`config.mk`:
```
export PLATFORM = sky130hd
export DESIGN_NAME = serial_au_flat
export DESIGN_NICKNAME = d
export VERILOG_FILES = /design/src/rtl/au_pkg.sv /design/src/rtl/serial_au_if.sv /design/src/rtl/au_digit.sv /design/src/rtl/serial_au.sv /design/src/flat_wrapper.sv
export SDC_FILE = /design/constraint.sdc
export NUM_CORES = 1
export LEC_CHECK = 0
export CAP_MARGIN = 20
export CORE_MARGIN = 4
export CORE_UTILIZATION = 53
export DETAILED_ROUTE_END_ITERATION = 8
export PLACE_DENSITY = 0.8
export SLEW_MARGIN = 20
export SYNTH_ARGS = -nofsm -noshare
export SYNTH_HDL_FRONTEND = slang
export SYNTH_SLANG_ARGS = --single-unit
```
`constraint.sdc`:
```
create_clock -name clk -period 4.4 [get_ports clk]
set_clock_uncertainty 0.2 [all_clocks]
set_input_delay 0.66 -clock clk [delete_from_list [all_inputs] [get_ports clk]]
set_output_delay 0.66 -clock clk [all_outputs]
set_load 0.005 [all_outputs]
```
`src/rtl/au_pkg.sv`:
```
// rtl/au_pkg.sv - shared encodings, FSM state type and operand-select helper for serial_au
// Contents:
//   AU_XFER/AU_ADD/AU_SUB/AU_DEC : 2-bit operation select encodings
//   au_state_e                   : IDLE/RUN/DONE state type
//   au_beff_bit()                : one bit of the effective B operand for a given select
package au_pkg;

    localparam logic [1:0] AU_XFER = 2'b00;  // Beff = 0
    localparam logic [1:0] AU_ADD  = 2'b01;  // Beff = B
    localparam logic [1:0] AU_SUB  = 2'b10;  // Beff = ~B
    localparam logic [1:0] AU_DEC  = 2'b11;  // Beff = all ones

    typedef enum logic [1:0] {
        ST_IDLE = 2'd0,
        ST_RUN  = 2'd1,
        ST_DONE = 2'd2
    } au_state_e;

    function automatic logic au_beff_bit(input logic b, input logic [1:0] s);
        case (s)
            AU_XFER: return 1'b0;
            AU_ADD:  return b;
            AU_SUB:  return ~b;
            default: return 1'b1;
        endcase
    endfunction

endpackage

```
`src/rtl/serial_au_if.sv`:
```
// rtl/serial_au_if.sv - operand/result handshake bundle for serial_au
// Signals:
//   in_valid/in_ready   : operation handshake (A, B, cin, S qualified by in_valid)
//   out_valid/out_ready : result handshake (D, cout, Z, N, V qualified by out_valid)
// Modports:
//   master : producer/consumer side (drives operands and out_ready)
//   slave  : serial_au side (drives in_ready and result)
interface serial_au_if #(
    parameter int WIDTH = 16
);
    logic             in_valid;
    logic             in_ready;
    logic [WIDTH-1:0] A;
    logic [WIDTH-1:0] B;
    logic             cin;
    logic [1:0]       S;
    logic             out_valid;
    logic             out_ready;
    logic [WIDTH-1:0] D;
    logic             cout;
    logic             Z;
    logic             N;
    logic             V;

    modport master (
        output in_valid, A, B, cin, S, out_ready,
        input  in_ready, out_valid, D, cout, Z, N, V
    );

    modport slave (
        input  in_valid, A, B, cin, S, out_ready,
        output in_ready, out_valid, D, cout, Z, N, V
    );

endinterface

```
`src/rtl/au_digit.sv`:
```
// rtl/au_digit.sv - combinational DIGIT-wide slice of the add/sub datapath
// Ports:
//   a_i  : A digit          b_i : B digit (raw, select applied here)
//   c_i  : carry into digit s_i : operation select
//   d_o  : result digit     c_o : carry out of digit
module au_digit
    import au_pkg::*;
#(
    parameter int DIGIT = 4
) (
    input  logic [DIGIT-1:0] a_i,
    input  logic [DIGIT-1:0] b_i,
    input  logic             c_i,
    input  logic [1:0]       s_i,
    output logic [DIGIT-1:0] d_o,
    output logic             c_o
);

    logic [DIGIT-1:0] beff;
    logic [DIGIT:0]   sum;

    always_comb begin
        beff = '0;
        for (int i = 0; i < DIGIT; i++) begin
            beff[i] = au_beff_bit(b_i[i], s_i);
        end
        sum = {1'b0, a_i} + {1'b0, beff} + {{DIGIT{1'b0}}, c_i};
    end

    assign d_o = sum[DIGIT-1:0];
    assign c_o = sum[DIGIT];

endmodule

```
`src/rtl/serial_au.sv`:
```
// rtl/serial_au.sv - digit-serial add/sub/transfer/decrement unit, one DIGIT per cycle
// Ports:
//   clk : clock (rising edge)
//   rst : synchronous active-high reset
//   bus : serial_au_if.slave - operand handshake in, result handshake and flags out
module serial_au
    import au_pkg::*;
#(
    parameter int WIDTH = 16,
    parameter int DIGIT = 4
) (
    input  logic             clk,
    input  logic             rst,
    serial_au_if.slave       bus
);

    localparam int NDIG = WIDTH / DIGIT;
    localparam int KW   = (NDIG > 1) ? $clog2(NDIG) : 1;
    localparam int MSB  = WIDTH - 1;

    au_state_e        state_q;
    logic [WIDTH-1:0] a_q;
    logic [WIDTH-1:0] b_q;
    logic [1:0]       s_q;
    logic             carry_q;
    logic [KW-1:0]    k_q;
    logic [WIDTH-1:0] acc_q;   // working result; D only updates on the final digit
    logic [WIDTH-1:0] acc_d;
    logic [WIDTH-1:0] d_q;
    logic             cout_q;
    logic             z_q;
    logic             n_q;
    logic             v_q;
    logic             out_valid_q;
    logic             in_ready_q;

    logic [DIGIT-1:0] dig_a;
    logic [DIGIT-1:0] dig_b;
    logic [DIGIT-1:0] dig_d;
    logic             dig_cout;
    logic             beff_msb;
    int               base;

    always_comb begin
        base  = int'(k_q) * DIGIT;
        dig_a = a_q[base +: DIGIT];
        dig_b = b_q[base +: DIGIT];
        acc_d = acc_q;
        acc_d[base +: DIGIT] = dig_d;
    end

    au_digit #(
        .DIGIT (DIGIT)
    ) u_digit (
        .a_i (dig_a),
        .b_i (dig_b),
        .c_i (carry_q),
        .s_i (s_q),
        .d_o (dig_d),
        .c_o (dig_cout)
    );

    assign beff_msb = au_beff_bit(b_q[MSB], s_q);

    always_ff @(posedge clk) begin
        if (rst) begin
            state_q     <= ST_IDLE;
            a_q         <= '0;
            b_q         <= '0;
            s_q         <= AU_XFER;
            carry_q     <= 1'b0;
            k_q         <= '0;
            acc_q       <= '0;
            d_q         <= '0;
            cout_q      <= 1'b0;
            z_q         <= 1'b0;
            n_q         <= 1'b0;
            v_q         <= 1'b0;
            out_valid_q <= 1'b0;
            in_ready_q  <= 1'b1;
        end else begin
            case (state_q)
                ST_IDLE: begin
                    if (bus.in_valid) begin
                        a_q        <= bus.A;
                        b_q        <= bus.B;
                        s_q        <= bus.S;
                        carry_q    <= bus.cin;
                        k_q        <= '0;
                        acc_q      <= '0;
                        in_ready_q <= 1'b0;
                        state_q    <= ST_RUN;
                    end
                end
                ST_RUN: begin
                    acc_q   <= acc_d;
                    carry_q <= dig_cout;
                    k_q     <= k_q + KW'(1);
                    if (k_q == KW'(NDIG - 1)) begin
                        // Last digit: publish the full result and flags together.
                        d_q         <= acc_d;
                        cout_q      <= dig_cout;
                        z_q         <= (acc_d == '0);
                        n_q         <= acc_d[MSB];
                        v_q         <= (a_q[MSB] == beff_msb) && (acc_d[MSB] != a_q[MSB]);
                        out_valid_q <= 1'b1;
                        state_q     <= ST_DONE;
                    end
                end
                ST_DONE: begin
                    if (bus.out_ready) begin
                        out_valid_q <= 1'b0;
                        in_ready_q  <= 1'b1;
                        state_q     <= ST_IDLE;
                    end
                end
                default: begin
                    out_valid_q <= 1'b0;
                    in_ready_q  <= 1'b1;
                    state_q     <= ST_IDLE;
                end
            endcase
        end
    end

    assign bus.in_ready  = in_ready_q;
    assign bus.out_valid = out_valid_q;
    assign bus.D         = d_q;
    assign bus.cout      = cout_q;
    assign bus.Z         = z_q;
    assign bus.N         = n_q;
    assign bus.V         = v_q;

endmodule

```
`src/flat_wrapper.sv`:
```
// flat-port wrapper written by rule: the top's interface ports become plain ports
module serial_au_flat import au_pkg::*;
#(
    parameter int WIDTH = 16,
    parameter int DIGIT = 4
)
  (clk, rst, bus_in_valid, bus_A, bus_B, bus_cin, bus_S, bus_out_ready, bus_in_ready, bus_out_valid, bus_D, bus_cout, bus_Z, bus_N, bus_V);
  serial_au_if #(.WIDTH(WIDTH)) bus_i ();
  input  logic clk;
  input  logic rst;
  input wire logic [$bits(bus_i.in_valid)-1:0] bus_in_valid;
  input wire logic [$bits(bus_i.A)-1:0] bus_A;
  input wire logic [$bits(bus_i.B)-1:0] bus_B;
  input wire logic [$bits(bus_i.cin)-1:0] bus_cin;
  input wire logic [$bits(bus_i.S)-1:0] bus_S;
  input wire logic [$bits(bus_i.out_ready)-1:0] bus_out_ready;
  output wire logic [$bits(bus_i.in_ready)-1:0] bus_in_ready;
  output wire logic [$bits(bus_i.out_valid)-1:0] bus_out_valid;
  output wire logic [$bits(bus_i.D)-1:0] bus_D;
  output wire logic [$bits(bus_i.cout)-1:0] bus_cout;
  output wire logic [$bits(bus_i.Z)-1:0] bus_Z;
  output wire logic [$bits(bus_i.N)-1:0] bus_N;
  output wire logic [$bits(bus_i.V)-1:0] bus_V;
  assign bus_i.in_valid = bus_in_valid;
  assign bus_i.A = bus_A;
  assign bus_i.B = bus_B;
  assign bus_i.cin = bus_cin;
  assign bus_i.S = bus_S;
  assign bus_i.out_ready = bus_out_ready;
  assign bus_in_ready = bus_i.in_ready;
  assign bus_out_valid = bus_i.out_valid;
  assign bus_D = bus_i.D;
  assign bus_cout = bus_i.cout;
  assign bus_Z = bus_i.Z;
  assign bus_N = bus_i.N;
  assign bus_V = bus_i.V;
  serial_au #(.WIDTH(WIDTH), .DIGIT(DIGIT)) u_core (.clk(clk), .rst(rst), .bus(bus_i));
endmodule
```
==> results by group, run 1 <==
Layout
  • Cell Count, Final, Fillers Out: 559
  • Final core occ: 67.5%
  • Layout cells sized above 1: 8.51%
  • Post-layout nets: 527
  • Area growth syn-to-layout: 20.8%
  • Post-route cell area: 4380 µm²
  • Antenna Diode Count: 0

STA
  • Hold Violations, Final: 0
  • Slew @ Worst Pin: 1100 ps
  • Final-report max-slew violation count: 0
  • Max Clock Freq: 285 MHz
  • Unrepaired setup endpoints after global routing: no
  • Min Clock Period, post-route: 3510 ps
  • Setup violators final: 0
  • Setup TNS Final: 0 ps
  • Rel. slew slack: 26.4%
  • Final hold slack: 253 ps
  • Fin crit share: 79.8%

Synth
  • Asr flop ratio synth: 0%
  • Post-synthesis sequential area ratio: 41.9%
  • Post-synth EDFFs: 0
  • Syn_nets: 483
  • Area leader, netlist: dfxtp_1
  • Top cell type's share of synthesized area: 41.9%
  • Post-Syn Area: 3630 µm²
  • Synth area leaders: dfxtp_1, nand2_1, a21oi_1, nor2_1, mux4_2
  • Cells after Synth: 433
  • Synth unique cells: 55
  • Most common cell in the netlist: nand2_1
  • Ys Warns: 0
  • Synth Flop Type: dfxtp_1
  • Synth Area per Inst: 8.38 µm²
  • Most frequent cells after synthesis: nand2_1, dfxtp_1, nor2_1, a21oi_1, clkbuf_1
  • Synth Register Bits: 76

Pwr
  • Leakage power: 1.57 nW
  • PD cells: 326 nW/µm²
  • Max VDD drop: 0.199 mV

Route
  • Via count: 3,109
  • 1st-iter DRT viols: 122
  • Drt first pass iters: 6
  • Vias/cell: 5.56
  • WL final: 8500 µm
  • WL/cell: 15.2 µm
  • Final ANT Viol Nets: 0
  • DRC Markers: 0

Placed design
  • I/O Buffers: 60
  • GP Congestion: 0.895
  • Placed Area: 4200 µm²
  • Placed cells: 543
  • Dpl hpwl: 5970 µm

Run status
  • Outcome: finished clean

Die
  • Row Count: 29
  • Die height: 90.7 µm
  • Die width: 90.7 µm
  • Die area: 8230 µm²
  • IO Count: 61
  • Core area: 6490 µm²
  • Initial Utilization: 55.9%

Clock network
  • CTS Hold Buffers Added: 0
  • Reg clk slew, reported paths: 70 ps
  • Clk buf depth: 2
  • Root buffer cell: clkbuf_8
  • Later-pin clock latency in the skew report: 340 ps
  • Total CTS buffers: 9
  • Max H-tree Level: 3
  • Post_cts resized: 0
  • CTS tree: done
  • Num Clock Sinks: 76
  • Setup Fix Bufs, Post-CTS: 0

Setup path
  • R2r setup slk: 890 ps
  • Critical path type: register to register
  • Max FO, Critical Path: 8
  • Worst Reg-to-Reg Cells: 9
  • Startpoint types: register
  • Crit path from: u_core.k_q[0]
  • Crit path capture: u_core.bus.Z
  • R2R Path End: u_core.bus.Z
  • Worst Path Required: 4480 ps
  • Critical path arrival: 3590 ps
  • Worst r2r src: u_core.k_q[0]
  • Worst setup EP type: register

Flow run
  • Max_cap viols: 0

Global route
  • Initial antenna violation count: 0
  • Vias in the first global route: 3,079
  • Largest net degree at the start of global routing: 53
  • First-pass GRT wire length: 14,500 µm
  • Remaining Overflow, GRT: 0
  • Tot GR Track Use: 21.3%

Worst hold path
  • Worst hold-check path type: register to register
-- through the flow --
step,setup WS [ps],power (mW)
after floorplan,982,0.886
after global placement,984,0.951
after detailed placement,892,0.957
after CTS,869,1.44
after global routing,664,1.49
final,891,1.43
-- registers in the layout (all words and copies together), names as in the netlist, 2 cells and up --
signal	count
u_core.a_q	16
u_core.acc_q	16
u_core.b_q	16
u_core.bus.D	15
u_core.k_q	2
u_core.s_q	2
u_core.state_q	2
-- routing by layer --
layer	GRT usage, %	share of wire [%]	vias to the layer above	routed length, µm
met1	27.4	45	1433	3810
li1	-	-	1578	-
met5	0	0	-	0
met3	3.83	5.9	11	501
met4	8.29	1.0	0	89
met2	35.5	48	87	4100
-- power breakdown --
group	internal (mW)	switching (mW)	leakage, nW
combinational	0.0968	0.116	0.853
sequential	0.712	0.0174	0.619
clock	0.251	0.236	0.0937
-- layout by cell type (no fill, tap or decap), types with 3 or more instances in the layout --
cell type	Yosys	layout
mux2_2	4	4
o21ai_0	6	6
mux2i_1	3	3
nor3_1	7	7
nor2_1	54	54
dfxtp_1	76	76
mux4_2	8	8
a311oi_1	3	3
clkbuf_8	2	12
nand2_1	77	77
clkdlybuf4s50_1	0	59
a211oi_1	14	14
a31oi_1	15	15
a21oi_1	50	50
ha_1	9	9
inv_1	13	13
nor2b_1	13	13
nand3_1	7	7
clkbuf_1	21	3
buf_4	2	6
-- cell families (layout without fill, tap and decap cells) --
group,after synthesis,after routing,synth area share (%)
AND/OR/NAND/NOR,179,179,22.6
adder cells (fa/ha/maj),11,11,4.21
XOR/XNOR,3,3,0.931
flip-flops,76,76,41.9
multiplexers,15,15,7.03
AO/OA/AOI/OAI,103,103,17.4
buffers and inverters,46,95,5.83
-- worst max-delay path, stage by stage (launching register included) --
cell and delay, ps:
dfxtp_1 560, mux4_2 570, mux2i_1 150, fa_1 450
fa_1 460, xor2_1 270, a2bb2oi_1 350, nand4_1 130
a21o_2 200, o21ai_1 100
-- final cells by class --
class                      count  area (µm²)
sequential                    76        1520
tap                           77        96.3
clock buffer                  15         176
timing repair buffer          66         641
multi-input combinational    311        1900
clock inverter                 1        5.00
inverter                      13        48.8
fill                         574        2110
-- how the worst min path moves through the flow --
stage	from	endpoint	slack [ps]	depth (start not counted)
after floorplan	u_core.a_q[6]	u_core.a_q[6]	230	2
after global placement	u_core.a_q[1]	u_core.a_q[1]	240	2
after detailed placement	u_core.b_q[14]	u_core.b_q[14]	240	2
after CTS	u_core.b_q[14]	u_core.b_q[14]	250	2
after global routing	u_core.b_q[14]	u_core.b_q[14]	280	2
final	u_core.b_q[14]	u_core.b_q[14]	250	2
Note: power is estimated with default switching activity, not from simulation.
==> inputs of run 2 (changes only) <==
==> constraint.sdc (replaced) <==
create_clock -name clk -period 3.5 [get_ports clk]
set_clock_uncertainty 0.2 [all_clocks]
set_input_delay 0.525 -clock clk [delete_from_list [all_inputs] [get_ports clk]]
set_output_delay 0.525 -clock clk [all_outputs]
set_load 0.005 [all_outputs]
==> run 2 against run 1 <==
Net effect: first-iteration DRC count grew 35%; count of clock-buffer cells in the layout shrank 3; via count grew 0.13%; routed wire length shrank 0.60%; non-clock buffer count grew 2; combinational power grew 29%; power grew 30%; hold slack gained 2.8 ps; clock power grew 38%; final area grew 0.83%; cell count grew 0.36%; critical path type unchanged; critical endpoint is now u_core.bus.V.
==> results by group, run 2 (synthesized netlist as in run 1, its figures left out) <==
Die
  • Core area: 6490 µm² (unchanged)
  • Row Count: 29 (unchanged)
  • Initial Utilization: 55.9% (unchanged)
  • Die area: 8230 µm² (unchanged)
  • Die height: 90.7 µm (unchanged)
  • Die width: 90.7 µm (unchanged)
  • IO Count: 61 (unchanged)

Worst hold path
  • Min-delay src: u_core.a_q[12]
  • Worst hold-check path type: register to register

Clock network
  • Later-pin clock latency in the skew report: 340 ps (about the same)
  • Setup Fix Bufs, Post-CTS: 0 (unchanged)
  • Root buffer cell: clkbuf_8
  • Reg clk slew, reported paths: 80 ps (about the same)
  • Num Clock Sinks: 76 (unchanged)
  • Clk buf depth: 2 (unchanged)
  • Total CTS buffers: 9 (unchanged)
  • CTS Hold Buffers Added: 0 (unchanged)
  • Max H-tree Level: 3 (unchanged)
  • Post_cts resized: 0 (unchanged)
  • CTS tree: done

STA
  • Hold Violations, Final: 0 (unchanged)
  • Setup violators final: 0 (unchanged)
  • Unrepaired setup endpoints after global routing: no
  • Rel. slew slack: 24.8% (-1.6 points)
  • Fin crit share: 92.1% (+12 points)
  • Slew @ Worst Pin: 1130 ps (+23.6 ps)
  • Setup TNS Final: 0 ps (unchanged)
  • Worst setup margin: 275 ps (-615 ps)
  • Final-report max-slew violation count: 0 (unchanged)
  • Min Clock Period, post-route: 3220 ps (-285 ps)
  • Max Clock Freq: 310 MHz (+8.8%)

Placed design
  • I/O Buffers: 60 (unchanged)
  • Pre-CTS setup slack: 305 ps (-587 ps)
  • Placed cells: 545 (+0.37%)
  • Dpl hpwl: 5850 µm (-2.0%)
  • GP Congestion: 0.883 (-1.4%)

Layout
  • Layout cells sized above 1: 9.30% (+0.79 points)
  • Final core occ: 68.1% (+0.56 points)
  • Post-layout nets: 529 (+0.38%)
  • Area growth syn-to-layout: 21.8%
  • Antenna Diode Count: 0 (unchanged)
  • Commonest non-fill, non-tap cell in the layout: nand2_1
  • Top Registers: u_core.a_q: 16 flops, u_core.acc_q: 16 flops, u_core.b_q: 16 flops
  • Cell Count, Final, Fillers Out: 561 (+0.36%)
  • Most frequent cells in the layout: nand2_1, dfxtp_1, clkdlybuf4s50_1, nor2_1, a21oi_1

Route
  • Vias/cell: 5.55 (-0.23%)
  • Via count: 3,113 (+0.13%)
  • Drt first pass iters: 5 (-1)
  • WL/cell: 15.1 µm (-0.95%)
  • WL final: 8450 µm (-0.60%)
  • 1st-iter DRT viols: 165 (+35%)
  • Final ANT Viol Nets: 0 (unchanged)
  • DRC Markers: 0 (unchanged)

Setup path
  • Crit path from: u_core.k_q[0]
  • CP max stage cell: mux4_2
  • Worst setup EP type: register
  • CP cell instances: buf_4, buf_4, mux4_2, mux2_2, ha_1, inv_1, nor2_1, a211o_1, o21a_1, a211oi_1
  • R2R Path End: u_core.bus.V
  • Startpoint types: register
  • Buf+Inv Stages, Crit Path: 3 (+3)
  • Crit path capture: u_core.bus.V
  • Max FO, Critical Path: 14 (+6)
  • CP peak stage delay: 530 ps (-40 ps)
  • Worst Reg-to-Reg Cells: 10 (+1)
  • Worst Path Required: 3540 ps (-940 ps)
  • Critical path arrival: 3270 ps (-320 ps)
  • Worst r2r src: u_core.k_q[0]
  • Critical path type: register to register
  • CP Depth: 10 (+1)
  • R2r setup slk: 280 ps (-620 ps)
  • Critical path's top delay family: compound AO/OA/AOI/OAI gates
  • Crit path top cell by count: buf_4

Global route
  • Vias in the first global route: 2,924 (-5.0%)
  • First-pass GRT wire length: 13,900 µm (-3.9%)
  • Tot GR Track Use: 20.8% (-0.58 points)
  • Initial antenna violation count: 0 (unchanged)
  • Remaining Overflow, GRT: 0 (unchanged)
  • Largest net degree at the start of global routing: 50 (-5.7%)

Pwr
  • PD cells: 421 nW/µm² (+29%)
  • Clock Power Share: 36.2% (+2.1 points)
  • Switching pwr: 475 µW (+28%)
  • Cell-internal power: 1.38 mW (+31%)
  • Seq pwr share: 49.2% (-1.8 points)
  • Leakage power: 1.58 nW (+1.2%)
  • Max VDD drop: 0.201 mV (+0.86%)
  • Comb pwr share: 14.7% (-0.2 points)
  • Sw Share: 25.5% (-0.32 points)
  • Total chip power: 1.86 mW (+30%)

Flow run
  • Max_cap viols: 0 (unchanged)

Run status
  • Outcome: finished clean
-- run 2: changes by cell type in the layout (fill, tap and decap cells not counted) --
cell | before | now
buf_4 | 6 | 8
clkbuf_1 | 3 | 1
bufinv_16 | 0 | 1
clkbuf_8 | 12 | 11
clkinv_2 | 1 | 2
clkinvlp_4 | 0 | 1
-- run 2: worst register-to-register path, stage by stage, from the launching register on --
cell and delay, ps:
dfxtp_1 360, buf_4 200, buf_4 230, mux4_2 530
mux2_2 290, ha_1 360, inv_1 80, nor2_1 40
a211o_1 350, o21a_1 220, a211oi_1 280
-- run 2: worst min path at each step --
| stage | to | slack, ps | cells past startpoint |
|---|---|---|---|
| floorplan | u_core.a_q[6] | 230 | 2 |
| global placement | u_core.a_q[2] | 240 | 2 |
| detailed placement | u_core.b_q[1] | 250 | 2 |
| CTS | u_core.b_q[1] | 260 | 2 |
| global route | u_core.b_q[13] | 280 | 2 |
| finish | u_core.a_q[12] | 260 | 2 |
-- run 2: layout make-up --
cell class | instances | area (µm²)
Inverter | 13 | 48.8
Timing Repair Buffer | 68 | 656
Fill cell | 555 | 2070
Multi-Input combinational cell | 311 | 1900
Sequential cell | 76 | 1520
Clock buffer | 12 | 155
Clock inverter | 4 | 47.5
Tap cell | 77 | 96.3
-- run 2: power groups by stage --
stage	combinational, mW	sequential [mW]	clock, mW
floorplan	0.187	0.927	0
global placement	0.267	0.932	0
detailed placement	0.270	0.934	0
CTS	0.272	0.914	0.684
global route	0.300	0.917	0.719
finish	0.273	0.914	0.672
-- run 2: metal layers --
| metal | global-route usage (%) | vias to the layer above | wire [µm] |
|---|---|---|---|
| li1 | - | 1587 | - |
| met1 | 26.7 | 1431 | 3850 |
| met2 | 33.7 | 83 | 4010 |
| met3 | 3.50 | 12 | 439 |
| met4 | 10.1 | 0 | 140 |
| met5 | 0 | - | 0 |
-- run 2: per-stage QoR --
step                hold slack, ps  area, µm²
floorplan                      233       3630
detailed placement             248       4220
finish                         256       4420
CTS                            258       4420
global placement               240       4220
global route                   276       4420
